**src/rtl/fmul_arbiter.sv**
```systemverilog
// fmul_arbiter: shares one external single-precision multiplier between two requesters
// using round-robin arbitration, with a 2-entry in-order result FIFO per requester. Optional counters: FMUL_ARBITER_PERF_EN.
module fmul_arbiter (
    input  logic        clk,
    input  logic        rst,
    input  logic        req0_valid,
    output logic        req0_ready,
    input  logic [31:0] req0_x1,
    input  logic [31:0] req0_x2,
    input  logic [3:0]  req0_tag,
    input  logic        req1_valid,
    output logic        req1_ready,
    input  logic [31:0] req1_x1,
    input  logic [31:0] req1_x2,
    input  logic [3:0]  req1_tag,
    output logic        res0_valid,
    input  logic        res0_ready,
    output logic [31:0] res0_y,
    output logic [3:0]  res0_tag,
    output logic        res1_valid,
    input  logic        res1_ready,
    output logic [31:0] res1_y,
    output logic [3:0]  res1_tag,
    output logic [31:0] mul_x1,
    output logic [31:0] mul_x2,
    input  logic [31:0] mul_y
`ifdef FMUL_ARBITER_PERF_EN
    ,
    output logic [31:0] perf_issue_cnt,
    output logic [31:0] perf_stall_cnt
`endif
);

    logic [1:0]  req_valid, req_ready, res_valid, res_ready, elig, push, pop;
    logic        gnt, gnt_id, last_gnt;
    logic        inf_valid, inf_id;
    logic [3:0]  inf_tag;
    logic [1:0]  occ_n    [2];
    logic [31:0] head_y   [2];
    logic [3:0]  head_tag [2];

    assign req_valid  = {req1_valid, req0_valid};
    assign res_ready  = {res1_ready, res0_ready};
    assign req0_ready = req_ready[0];
    assign req1_ready = req_ready[1];
    assign res0_valid = res_valid[0];
    assign res1_valid = res_valid[1];
    assign res0_y     = rst ? '0 : head_y[0];
    assign res1_y     = rst ? '0 : head_y[1];
    assign res0_tag   = rst ? '0 : head_tag[0];
    assign res1_tag   = rst ? '0 : head_tag[1];

    always_comb begin
        elig      = '0;
        push      = '0;
        pop       = '0;
        res_valid = '0;
        mul_x1    = '0;
        mul_x2    = '0;
        // An in-flight op already owns a FIFO slot; pops this cycle are deliberately ignored.
        for (int unsigned n = 0; n < 2; n++) begin
            push[n]      = inf_valid && (inf_id == 1'(n));
            elig[n]      = req_valid[n] && ((occ_n[n] + 2'(push[n])) < 2'd2);
            res_valid[n] = !rst && (occ_n[n] != 2'd0);
            pop[n]       = res_valid[n] && res_ready[n];
        end
        gnt       = !rst && (elig != 2'b00);
        gnt_id    = (elig == 2'b11) ? ~last_gnt : elig[1];
        req_ready = gnt ? (gnt_id ? 2'b10 : 2'b01) : 2'b00;
        if (gnt) begin
            mul_x1 = gnt_id ? req1_x1 : req0_x1;
            mul_x2 = gnt_id ? req1_x2 : req0_x2;
        end
    end

    always_ff @(posedge clk) begin
        if (rst) begin
            inf_valid <= 1'b0;
            inf_id    <= 1'b0;
            inf_tag   <= '0;
            last_gnt  <= 1'b1;
        end else begin
            inf_valid <= gnt;
            if (gnt) begin
                inf_id   <= gnt_id;
                inf_tag  <= gnt_id ? req1_tag : req0_tag;
                last_gnt <= gnt_id;
            end
        end
    end

    for (genvar n = 0; n < 2; n++) begin : g_fifo
        logic [1:0]       occ;
        logic             rd_ptr, wr_ptr;
        logic [1:0][31:0] mem_y;
        logic [1:0][3:0]  mem_tag;

        always_ff @(posedge clk) begin
            if (rst) begin
                occ     <= '0;
                rd_ptr  <= 1'b0;
                wr_ptr  <= 1'b0;
                mem_y   <= '0;
                mem_tag <= '0;
            end else begin
                if (push[n]) begin
                    mem_y[wr_ptr]   <= mul_y;
                    mem_tag[wr_ptr] <= inf_tag;
                    wr_ptr          <= ~wr_ptr;
                end
                if (pop[n])
                    rd_ptr <= ~rd_ptr;
                occ <= occ + 2'(push[n]) - 2'(pop[n]);
            end
        end

        assign occ_n[n]    = occ;
        assign head_y[n]   = mem_y[rd_ptr];
        assign head_tag[n] = mem_tag[rd_ptr];
    end

`ifdef FMUL_ARBITER_PERF_EN
    always_ff @(posedge clk) begin
        if (rst) begin
            perf_issue_cnt <= '0;
            perf_stall_cnt <= '0;
        end else begin
            if (gnt)
                perf_issue_cnt <= perf_issue_cnt + 32'd1;
            if ((req_valid & ~req_ready) != 2'b00)
                perf_stall_cnt <= perf_stall_cnt + 32'd1;
        end
    end
`endif

endmodule

```
**config.mk**
```make
export PLATFORM = sky130hd
export DESIGN_NAME = fmul_arbiter
export DESIGN_NICKNAME = d
export VERILOG_FILES = /design/src/rtl/fmul_arbiter.sv
export SDC_FILE = /design/constraint.sdc
export NUM_CORES = 1
export LEC_CHECK = 0
export BUFFER_PORTS_ARGS = -buffer_cell sky130_fd_sc_hd__buf_2
export CAP_MARGIN = 0
export CORE_MARGIN = 2
export CORE_UTILIZATION = 52
export CTS_CLUSTER_DIAMETER = 60
export DETAILED_ROUTE_END_ITERATION = 7
export PLACE_DENSITY = 0.86
export SLEW_MARGIN = 20
export SYNTH_ARGS = -nofsm -noshare
export SYNTH_HDL_FRONTEND = slang
export SYNTH_SLANG_ARGS = --single-unit
```
**constraint.sdc**
```tcl
create_clock -name clk -period 4.81 [get_ports clk]
set_input_delay 0.962 -clock clk [delete_from_list [all_inputs] [get_ports clk]]
set_output_delay 0.962 -clock clk [all_outputs]
set_load 0.1 [all_outputs]
```
==> impl_metrics.json, run 1 <==
{
  "status": "finished clean",
  "power.switching_w": 0.00164,
  "clock.fmax_ghz": 0.235,
  "synth_area_sq_um": 7350,
  "dp_cells": 1371,
  "hold_violations": 0,
  "fin_tns_setup_ns": 0,
  "p_comb_share_pct": 31.3,
  "area_growth_pct": 29.8,
  "synthTopCellsByArea": "dfxtp_1, nand2_1, mux2i_1",
  "start_util_pct": 53.2,
  "relSlewSlack_pct": 25.0,
  "critPathSlowestCell": "buf_4",
  "cts-root-buf": "clkbuf_16",
  "wl_per_cell_um": 16.7,
  "antenna_left": 0,
  "postSynth.asyncResetShare_pct": 0,
  "cts.sinks": 159,
  "maxCapViolCount": 0,
  "totalWireLength_um": 23500,
  "critPathLaunch": "inf_id",
  "grt_pass1_vias": 6917,
  "p_per_area_nw_per_um2": 441,
  "seq_area_frac_synth_pct": 43.3,
  "post-cts-setup-buffers": 0,
  "drtPass1Iterations": 5,
  "skew_ns": 0.00953,
  "die_area_sq_um": 15100,
  "p_sw_share_pct": 38.9,
  "syn-instance-count": 940,
  "max-vdd-ir-drop_uv": 336,
  "viasPerCell": 5.46,
  "cp_max_fo": 63,
  "grt_overflow_total": 0,
  "ios": 314,
  "crit_arrival_ns": 3.29,
  "ys_seq_elements": 159,
  "fin_crit_sh_pct": 88.3,
  "synth_edf_count": 0,
  "pwr-share-clk_pct": 34.1,
  "cp_top_family": "buffers and inverters",
  "synth_top_area_cell": "dfxtp_1",
  "postCtsHoldBufs": 0,
  "holdCritStartpoint": "g_fifo[1].mem_y[20]",
  "ys_types": 28,
  "die_y_um": 123,
  "nFillCells": 1149,
  "drc_errors": 0,
  "stdcell_count": 1404,
  "postCtsResizedCells": 0,
  "synth_top_cell_area_share_pct": 43.3,
  "drtIter0Drc": 533,
  "fp-row-count": 43,
  "track_usage_pct": 30.0,
  "grt_pass1_wl_um": 34500,
  "dpl.hpwl_um": 16100,
  "hp-class": "flip-flop to flip-flop",
  "setup_viol": 0,
  "p_int_w": 0.00257,
  "numCtsBuffers": 17,
  "worst_skew_pair.late_latency_ns": 0.43,
  "slew_viol_final": 0,
  "vias": 7666,
  "seq_power_share_pct": 34.5,
  "finalNetCount": 1388,
  "core-area_sq_um": 13800,
  "grt_max_degree": 184,
  "antenna_found_initial": 1,
  "die_w_um": 123,
  "worst_pin_slew_ns": 1.12,
  "cp_slowest_stage_delay_ns": 0.51,
  "leakagePower_nw": 4.12,
  "worst-path-buf-inv": 3,
  "tritoncts": "yes",
  "synth_fp_nets": 1118,
  "worstPathRequired_ns": 3.85,
  "timing.rr.start": "inf_id",
  "min_period_ns": 4.25,
  "worstSetupStartpointType": "flip-flop",
  "clk_pin_slew_ns": 0.06,
  "clock_path_buffers": 2,
  "port_buffers": 313,
  "rsz0062_at_grt": "false",
  "synth_warnings": 0,
  "yosys_most_used_dff": "dfxtp_1",
  "yosysMostFrequentCell": "nand2_1",
  "critPathKind": "flip-flop to primary output",
  "synth.avg_cell_area_sq_um": 7.82,
  "htreeDepth": 4,
  "crit_path_cell_trace": "nand2b_1, inv_1, ha_1, xor2_1, o211ai_4, nor2_4, buf_4, a22o_1, buf_2",
  "drive_above_1_share_pct": 29.7,
  "synth_commonest_cells": "nand2_1, dfxtp_1, a21oi_1",
  "routabilityCongestion": 0.937,
  "cp-end-kind": "primary output"
}
-- power by group through the flow --
stage	combinational, W	sequential (W)	clock [W]
6_report	0.00132	0.00145	0.00143
5_1_grt	0.00138	0.00146	0.00150
4_1_cts	0.00132	0.00145	0.00144
3_5_place_dp	0.00131	0.00148	0
3_3_place_gp	0.00130	0.00148	0
2_1_floorplan	0.00110	0.00144	0
-- final timing paths --
check	end	slack, ns	depth (start not counted)
worst max-delay path	mul_x2[10]	0.56	9
worst min register to register	g_fifo[1].mem_y[20]	0.45	2
worst min-delay path	g_fifo[1].mem_y[20]	0.45	2
worst max register to register	inf_tag[0]	2.74	7
-- layout make-up --
type                            instances  area, sq um  share of cell area [%]
Antenna cell                            2         5.00                  0.0525
Clock buffer                           23          468                    4.90
Clock inverter                          8          154                    1.61
Inverter                                5         18.8                   0.197
Multi-Input combinational cell        702         3810                    39.9
Sequential cell                       159         3190                    33.4
Tap cell                              180          225                    2.36
Timing Repair Buffer                  325         1680                    17.6
-- tightest hold or removal path, cell delays in order (launching register included) --
cell,delay [ns]
dfxtp_1,0.31
nand2_1,0.05
a21oi_1,0.05
-- cell usage in the layout (no fill, tap or decap), types with 2 or more instances in the layout --
master / n
dfxtp_2: 2
nand2_1: 295
inv_6: 2
diode_2: 2
buf_4: 11
clkbuf_8: 2
nor2_2: 2
xor2_1: 2
buf_2: 312
nand2b_1: 2
o21ba_2: 2
clkbuf_1: 4
mux2i_1: 78
bufinv_16: 4
nor3_1: 2
a22o_1: 63
a21oi_1: 148
and2_1: 3
xnor2_1: 4
dfxtp_1: 157
clkbuf_16: 17
ha_1: 4
a211oi_1: 4
inv_1: 5
nor2_1: 84
-- registers in the layout, summed over array words and instances, names as in the netlist --
signal          count
g_fifo.mem_tag     16
g_fifo.mem_y      128
g_fifo.occ          4
g_fifo.rd_ptr       2
g_fifo.wr_ptr       2
inf_id              1
inf_tag             4
inf_valid           1
last_gnt            1
-- cells by family (layout without fill, tap and decap cells) --
kind of cell / count (synthesis) / after routing / synth area share, %
AND/OR/NAND/NOR: 392 / 392 / 20.4
AO/OA/AOI/OAI: 221 / 221 / 19.1
flip-flops: 159 / 159 / 43.3
buffers and inverters: 79 / 361 / 4.95
multiplexers: 78 / 78 / 10.6
XOR/XNOR: 7 / 7 / 0.936
adder cells (fa/ha/maj): 4 / 4 / 0.681
other: 0 / 2 / 0
-- layer usage --
metal  part of all wire (%)  up-vias  track usage [%]
li1                       -     3696                -
met1                     40     3600             36.7
met2                     49      344             51.6
met3                    9.5       26             8.39
met4                    1.3        0             8.76
met5                      0        -                0
-- stage by stage --
stage	utilization, %	total power, W	hold slack, ns	setup WS [ns]	cell area, sq um
6_report	69.0	0.00421	0.453	0.560	9540
5_1_grt	69.0	0.00434	0.464	0.371	9540
2_1_floorplan	-	0.00254	0.436	0.315	7350
4_1_cts	69.0	0.00420	0.454	0.603	9540
3_3_place_gp	64.5	0.00278	0.441	1.13	8910
3_5_place_dp	64.5	0.00279	0.446	1.06	8910
No activity file was read; power rests on OpenSTA's default activity.
==> run 2: changes to the inputs <==
- CORE_UTILIZATION: 52 -> 48
- PLACE_DENSITY: 0.86 -> 0.8
- REMOVE_ABC_BUFFERS: default -> 1
- clock period: 4.81 -> 4.1 ns (I/O delays scaled with it)
==> run 2 against run 1 <==
- count of clock-buffer cells in the layout stayed put
- die area up 8.1%
- largest power group is now combinational logic
- via count up 0.20%
- highest routed layer is now met5
==> impl_metrics.json, run 2 (synthesis results as in run 1) <==
{
  "regMostFlops": "g_fifo.mem_y",
  "holdCritStartpoint": "g_fifo[0].mem_y[37]",
  "maxCapViolCount": 0,
  "cts.sinks": 159,
  "leakagePower_nw": 4.35,
  "drtPass1Iterations": 5,
  "totalWireLength_um": 24600,
  "tritoncts": "yes",
  "grt_overflow_total": 0,
  "drive_above_1_share_pct": 30.1,
  "max-vdd-ir-drop_uv": 381,
  "worst_pin_slew_ns": 0.997,
  "routabilityCongestion": 0.835,
  "slew_viol_final": 0,
  "core-area_sq_um": 15100,
  "hold_path_depth": 2,
  "crit_path_cell_trace": "nand2b_1, inv_1, ha_1, xor2_1, o211ai_4, nor2_4, buf_12, a22o_1, buf_12",
  "grt_pass1_vias": 7046,
  "critPathKind": "flip-flop to primary output",
  "grt_pass1_wl_um": 37400,
  "crit_top_cell": "buf_12",
  "skew_ns": 0.0116,
  "postCtsHoldBufs": 0,
  "cp-end-kind": "primary output",
  "p_total_w": 0.00517,
  "die_area_sq_um": 16300,
  "clk_pin_slew_ns": 0.06,
  "critPathSlowestCell": "xor2_1",
  "final_common_cell": "nand2_1",
  "worstPathRequired_ns": 3.28,
  "die_y_um": 128,
  "cts-root-buf": "clkbuf_16",
  "layout_common_cells": "nand2_1, buf_2, dfxtp_1, a21oi_1, nor2_1",
  "area_growth_pct": 43.4,
  "fin_tns_setup_ns": 0,
  "setup_viol": 0,
  "setup_ws_ns": 0.319,
  "cp.depth": 9,
  "rsz0062_at_grt": "false",
  "fp-row-count": 45,
  "r2r-end": "inf_tag[3]",
  "antenna_left": 0,
  "worstRegToRegCells": 7,
  "timing.rr.start": "inf_id",
  "relSlewSlack_pct": 33.4,
  "drtIter0Drc": 583,
  "largest_reg_flops": 128,
  "postCtsResizedCells": 0,
  "port_buffers": 313,
  "crit_arrival_ns": 2.96,
  "track_usage_pct": 29.5,
  "htreeDepth": 4,
  "ios": 314,
  "wl_per_cell_um": 17.3,
  "pre_cts_ws_ns": 0.818,
  "viasPerCell": 5.42,
  "reg_top3": "g_fifo.mem_y x128, g_fifo.mem_tag x16",
  "cp_max_fo": 63,
  "drc_errors": 0,
  "numCtsBuffers": 17,
  "worst_skew_pair.late_latency_ns": 0.42,
  "hold_violations": 0,
  "grt_max_degree": 84,
  "r2r_setup_slack_ns": 1.93,
  "cp_slowest_stage_delay_ns": 0.39,
  "min_period_ns": 3.78,
  "worst-path-buf-inv": 3,
  "min_to": "g_fifo[0].mem_y[37]",
  "p_per_area_nw_per_um2": 491,
  "dpl.hpwl_um": 17200,
  "hp-class": "flip-flop to flip-flop",
  "clock.fmax_ghz": 0.264,
  "finalNetCount": 1389,
  "antenna_found_initial": 7,
  "fin_crit_sh_pct": 92.2,
  "start_util_pct": 48.7,
  "worstSetupStartpointType": "flip-flop",
  "clock_path_buffers": 2,
  "die_w_um": 128,
  "cp_top_family": "buffers and inverters",
  "post-cts-setup-buffers": 0,
  "status": "finished clean",
  "vias": 7681
}
run 2: changes by cell type in the layout (fill, tap and decap cells not counted), moves of 2 or more:
| cell | previous run | this run |
|---|---|---|
| nor2_2 | 2 | 0 |
| buf_12 | 1 | 66 |
| diode_2 | 2 | 6 |
| buf_2 | 312 | 249 |
| clkinv_2 | 0 | 2 |
| inv_6 | 2 | 0 |
| nor2_4 | 1 | 3 |
run 2: where the power goes:
part,total [W],switching (W),internal [W]
combinational,0.00187,0.00129,0.000587
clock,0.00161,0.000606,0.00101
sequential,0.00169,0.0000643,0.00163
total,0.00517,0.00196,0.00322
run 2: worst register-to-register path: stages, from the launching register on:
cell      delay (ns)
dfxtp_1         0.38
nand2b_1        0.21
inv_1           0.11
ha_1            0.22
xor2_1          0.23
o211ai_4        0.43
mux2i_1         0.32
a211oi_1        0.11
run 2: worst max-delay path by stage:
| stage | from | endpoint | slack (ns) |
|---|---|---|---|
| after global routing | inf_id | mul_x2[28] | 0.20 |
| after detailed placement | inf_id | mul_x2[28] | 0.82 |
| after global placement | inf_id | mul_x2[28] | 0.84 |
| after floorplan | inf_id | mul_x1[0] | -0.96 |
| final | inf_id | mul_x2[28] | 0.32 |
| after CTS | inf_id | mul_x2[28] | 0.35 |
run 2: metal layers:
layer  up-vias  global-route usage, %  wire length [um]
met1      3598                   38.7             10500
met2       333                   47.6             11500
met5         -                      0                57
met4         8                   8.53               377
li1       3702                      -                 -
met3        40                   8.39              2110
run 2: layout make-up:
type | count | area, sq um
Clock inverter | 9 | 133
Inverter | 5 | 18.8
Fill cell | 1204 | 4540
Antenna cell | 6 | 15.0
Clock buffer | 23 | 478
Tap cell | 188 | 235
Sequential cell | 159 | 3190
Timing Repair Buffer | 326 | 2650
Multi-Input combinational cell | 702 | 3830
run 2: metrics by stage:
step | instances | cell area [sq um] | utilization [%] | hold WS, ns
floorplan | 866 | 7010 | - | 0.430
CTS | 1412 | 10500 | 69.8 | 0.454
finish | 1418 | 10500 | 69.9 | 0.452
global route | 1413 | 10500 | 69.8 | 0.468
detailed placement | 1380 | 9920 | 65.7 | 0.446
global placement | 1380 | 9920 | 65.7 | 0.441
==> run 3: changes to the inputs <==
- BUFFER_PORTS_ARGS: -buffer_cell sky130_fd_sc_hd__buf_2 -> -buffer_cell sky130_fd_sc_hd__buf_4
- GPL_TIMING_DRIVEN: default -> 0
- PLACE_DENSITY: 0.8 -> 0.86
==> run 3 against run 2 <==
- non-clock buffer count grew 2
- setup slack worse by 0.18 ns
- via count fell by 0.73%
- sequential share of layout area rose by 0.14 points
- register-to-register slack worse by 0.06 ns
- critical path type unchanged
- critical endpoint is now mul_x1[6]
==> impl_metrics.json, run 3 (synthesis results as in run 1) <==
{
  "grt_overflow_total": 0,
  "reg_top3": "g_fifo.mem_y x128, g_fifo.mem_tag x16",
  "grt_pass1_wl_um": 38000,
  "area_growth_pct": 43.0,
  "crit_path_cell_trace": "nand2b_1, inv_1, ha_1, xor2_1, o211ai_4, nor2_2, a22o_1, buf_4",
  "critPathSlowestCell": "nor2_2",
  "skew_ns": 0.00870,
  "placed_area_sq_um": 9880,
  "slew_viol_final": 0,
  "final_common_cell": "buf_4",
  "status": "finished clean",
  "crit_arrival_ns": 3.15,
  "postCtsResizedCells": 0,
  "num_antenna_cells": 0,
  "fp-row-count": 45,
  "wl_per_cell_um": 17.6,
  "layout_common_cells": "buf_4, nand2_1, dfxtp_1, a21oi_1, nor2_1",
  "routabilityCongestion": 0.852,
  "worst_pin_slew_ns": 0.925,
  "largest_reg_flops": 128,
  "die_w_um": 128,
  "regMostFlops": "g_fifo.mem_y",
  "stdcell_count": 1415,
  "antenna_left": 0,
  "postCtsHoldBufs": 0,
  "die_area_sq_um": 16300,
  "maxCapViolCount": 0,
  "drtIter0Drc": 603,
  "totalWireLength_um": 24900,
  "clock.fmax_ghz": 0.252,
  "relSlewSlack_pct": 38.3,
  "hold_violations": 0,
  "leakagePower_nw": 4.34,
  "drc_errors": 0,
  "die_y_um": 128,
  "numCtsBuffers": 17,
  "dpl.hpwl_um": 16700,
  "clock_path_buffers": 2,
  "hp-class": "flip-flop to flip-flop",
  "grt_max_degree": 129,
  "dp_cells": 1378,
  "htreeDepth": 4,
  "max-vdd-ir-drop_uv": 349,
  "cp_slowest_stage_delay_ns": 0.55,
  "drtPass1Iterations": 6,
  "antenna_found_initial": 1,
  "viasPerCell": 5.39,
  "cts.sinks": 159,
  "cp-end-kind": "primary output",
  "port_buffers": 313,
  "start_util_pct": 48.7,
  "cp_max_fo": 14,
  "min_period_ns": 3.97,
  "worst_skew_pair.late_latency_ns": 0.42,
  "critPathKind": "flip-flop to primary output",
  "core-area_sq_um": 15100,
  "drive_above_1_share_pct": 30.6,
  "worstSetupStartpointType": "flip-flop",
  "clk_pin_slew_ns": 0.06,
  "finalNetCount": 1392,
  "p_per_area_nw_per_um2": 475,
  "fin_area_sq_um": 10500,
  "ios": 314,
  "worstPathRequired_ns": 3.28,
  "setup_viol": 0,
  "vias": 7625,
  "tritoncts": "yes",
  "track_usage_pct": 29.5,
  "grt_pass1_vias": 7029,
  "cts-root-buf": "clkbuf_16",
  "fin_crit_sh_pct": 96.7,
  "rsz0062_at_grt": "false"
}
## run 3: per-layer routing
metal	share of wire [%]	up-vias	track usage, %
met3	8.9	27	8.35
met2	47	316	48.3
met1	42	3576	39.0
met4	1.2	2	6.72
li1	-	3704	-
met5	0.064	-	0
## run 3: critical path, delay by kind of cell, from the launching register on
kind / cells / cell delay, ns
buffers and inverters: 2 / 0.42
and+or+nand+nor: 2 / 0.77
adders and majority gates: 1 / 0.23
DFF: 1 / 0.39
xor gates and xnor gates: 1 / 0.43
AOI/OAI and AO/OA: 2 / 0.49
## run 3: path summary, 6_finish.rpt
path / to / slack (ns) / depth (start not counted) / from
min: g_fifo[1].mem_y[40] / 0.45 / 2 / g_fifo[1].mem_y[40]
max reg2reg: inf_tag[1] / 1.87 / 7 / inf_id
max: mul_x1[6] / 0.13 / 8 / inf_id
min reg2reg: g_fifo[1].mem_y[40] / 0.45 / 2 / g_fifo[1].mem_y[40]
## run 3: metrics by stage
stage | setup WS [ns] | total power [W] | util [%] | hold slack [ns] | TNS [ns]
floorplan | -0.963 | 0.00292 | - | 0.430 | -60.17
CTS | 0.0253 | 0.00499 | 69.5 | 0.454 | 0
global placement | -1.20 | 0.00338 | 63.6 | 0.441 | -69.62
global route | 0.00108 | 0.00515 | 69.7 | 0.470 | 0
finish | 0.134 | 0.00499 | 69.7 | 0.451 | 0
detailed placement | 0.312 | 0.00344 | 65.5 | 0.446 | 0
## run 3: area by class of cell
type                       count  area, sq um
clock buffer                  18          429
clock inverter                14          158
fill                        1206         4580
inverter                       5         18.8
multi-input combinational    703         3840
sequential                   159         3190
tap                          188          235
timing repair buffer         328         2640
## run 3: power breakdown
part	internal [W]	switching (W)
sequential	0.00162	0.0000900
clock	0.000909	0.000657
combinational	0.000480	0.00123
total	0.00301	0.00198
## run 3: repair_timing
action | in CTS | in global routing
gates cloned | 1 | 0
pin swaps | 2 | 1
setup buffers | 2 | 2
endpoints found under the setup margin | 37 | 37
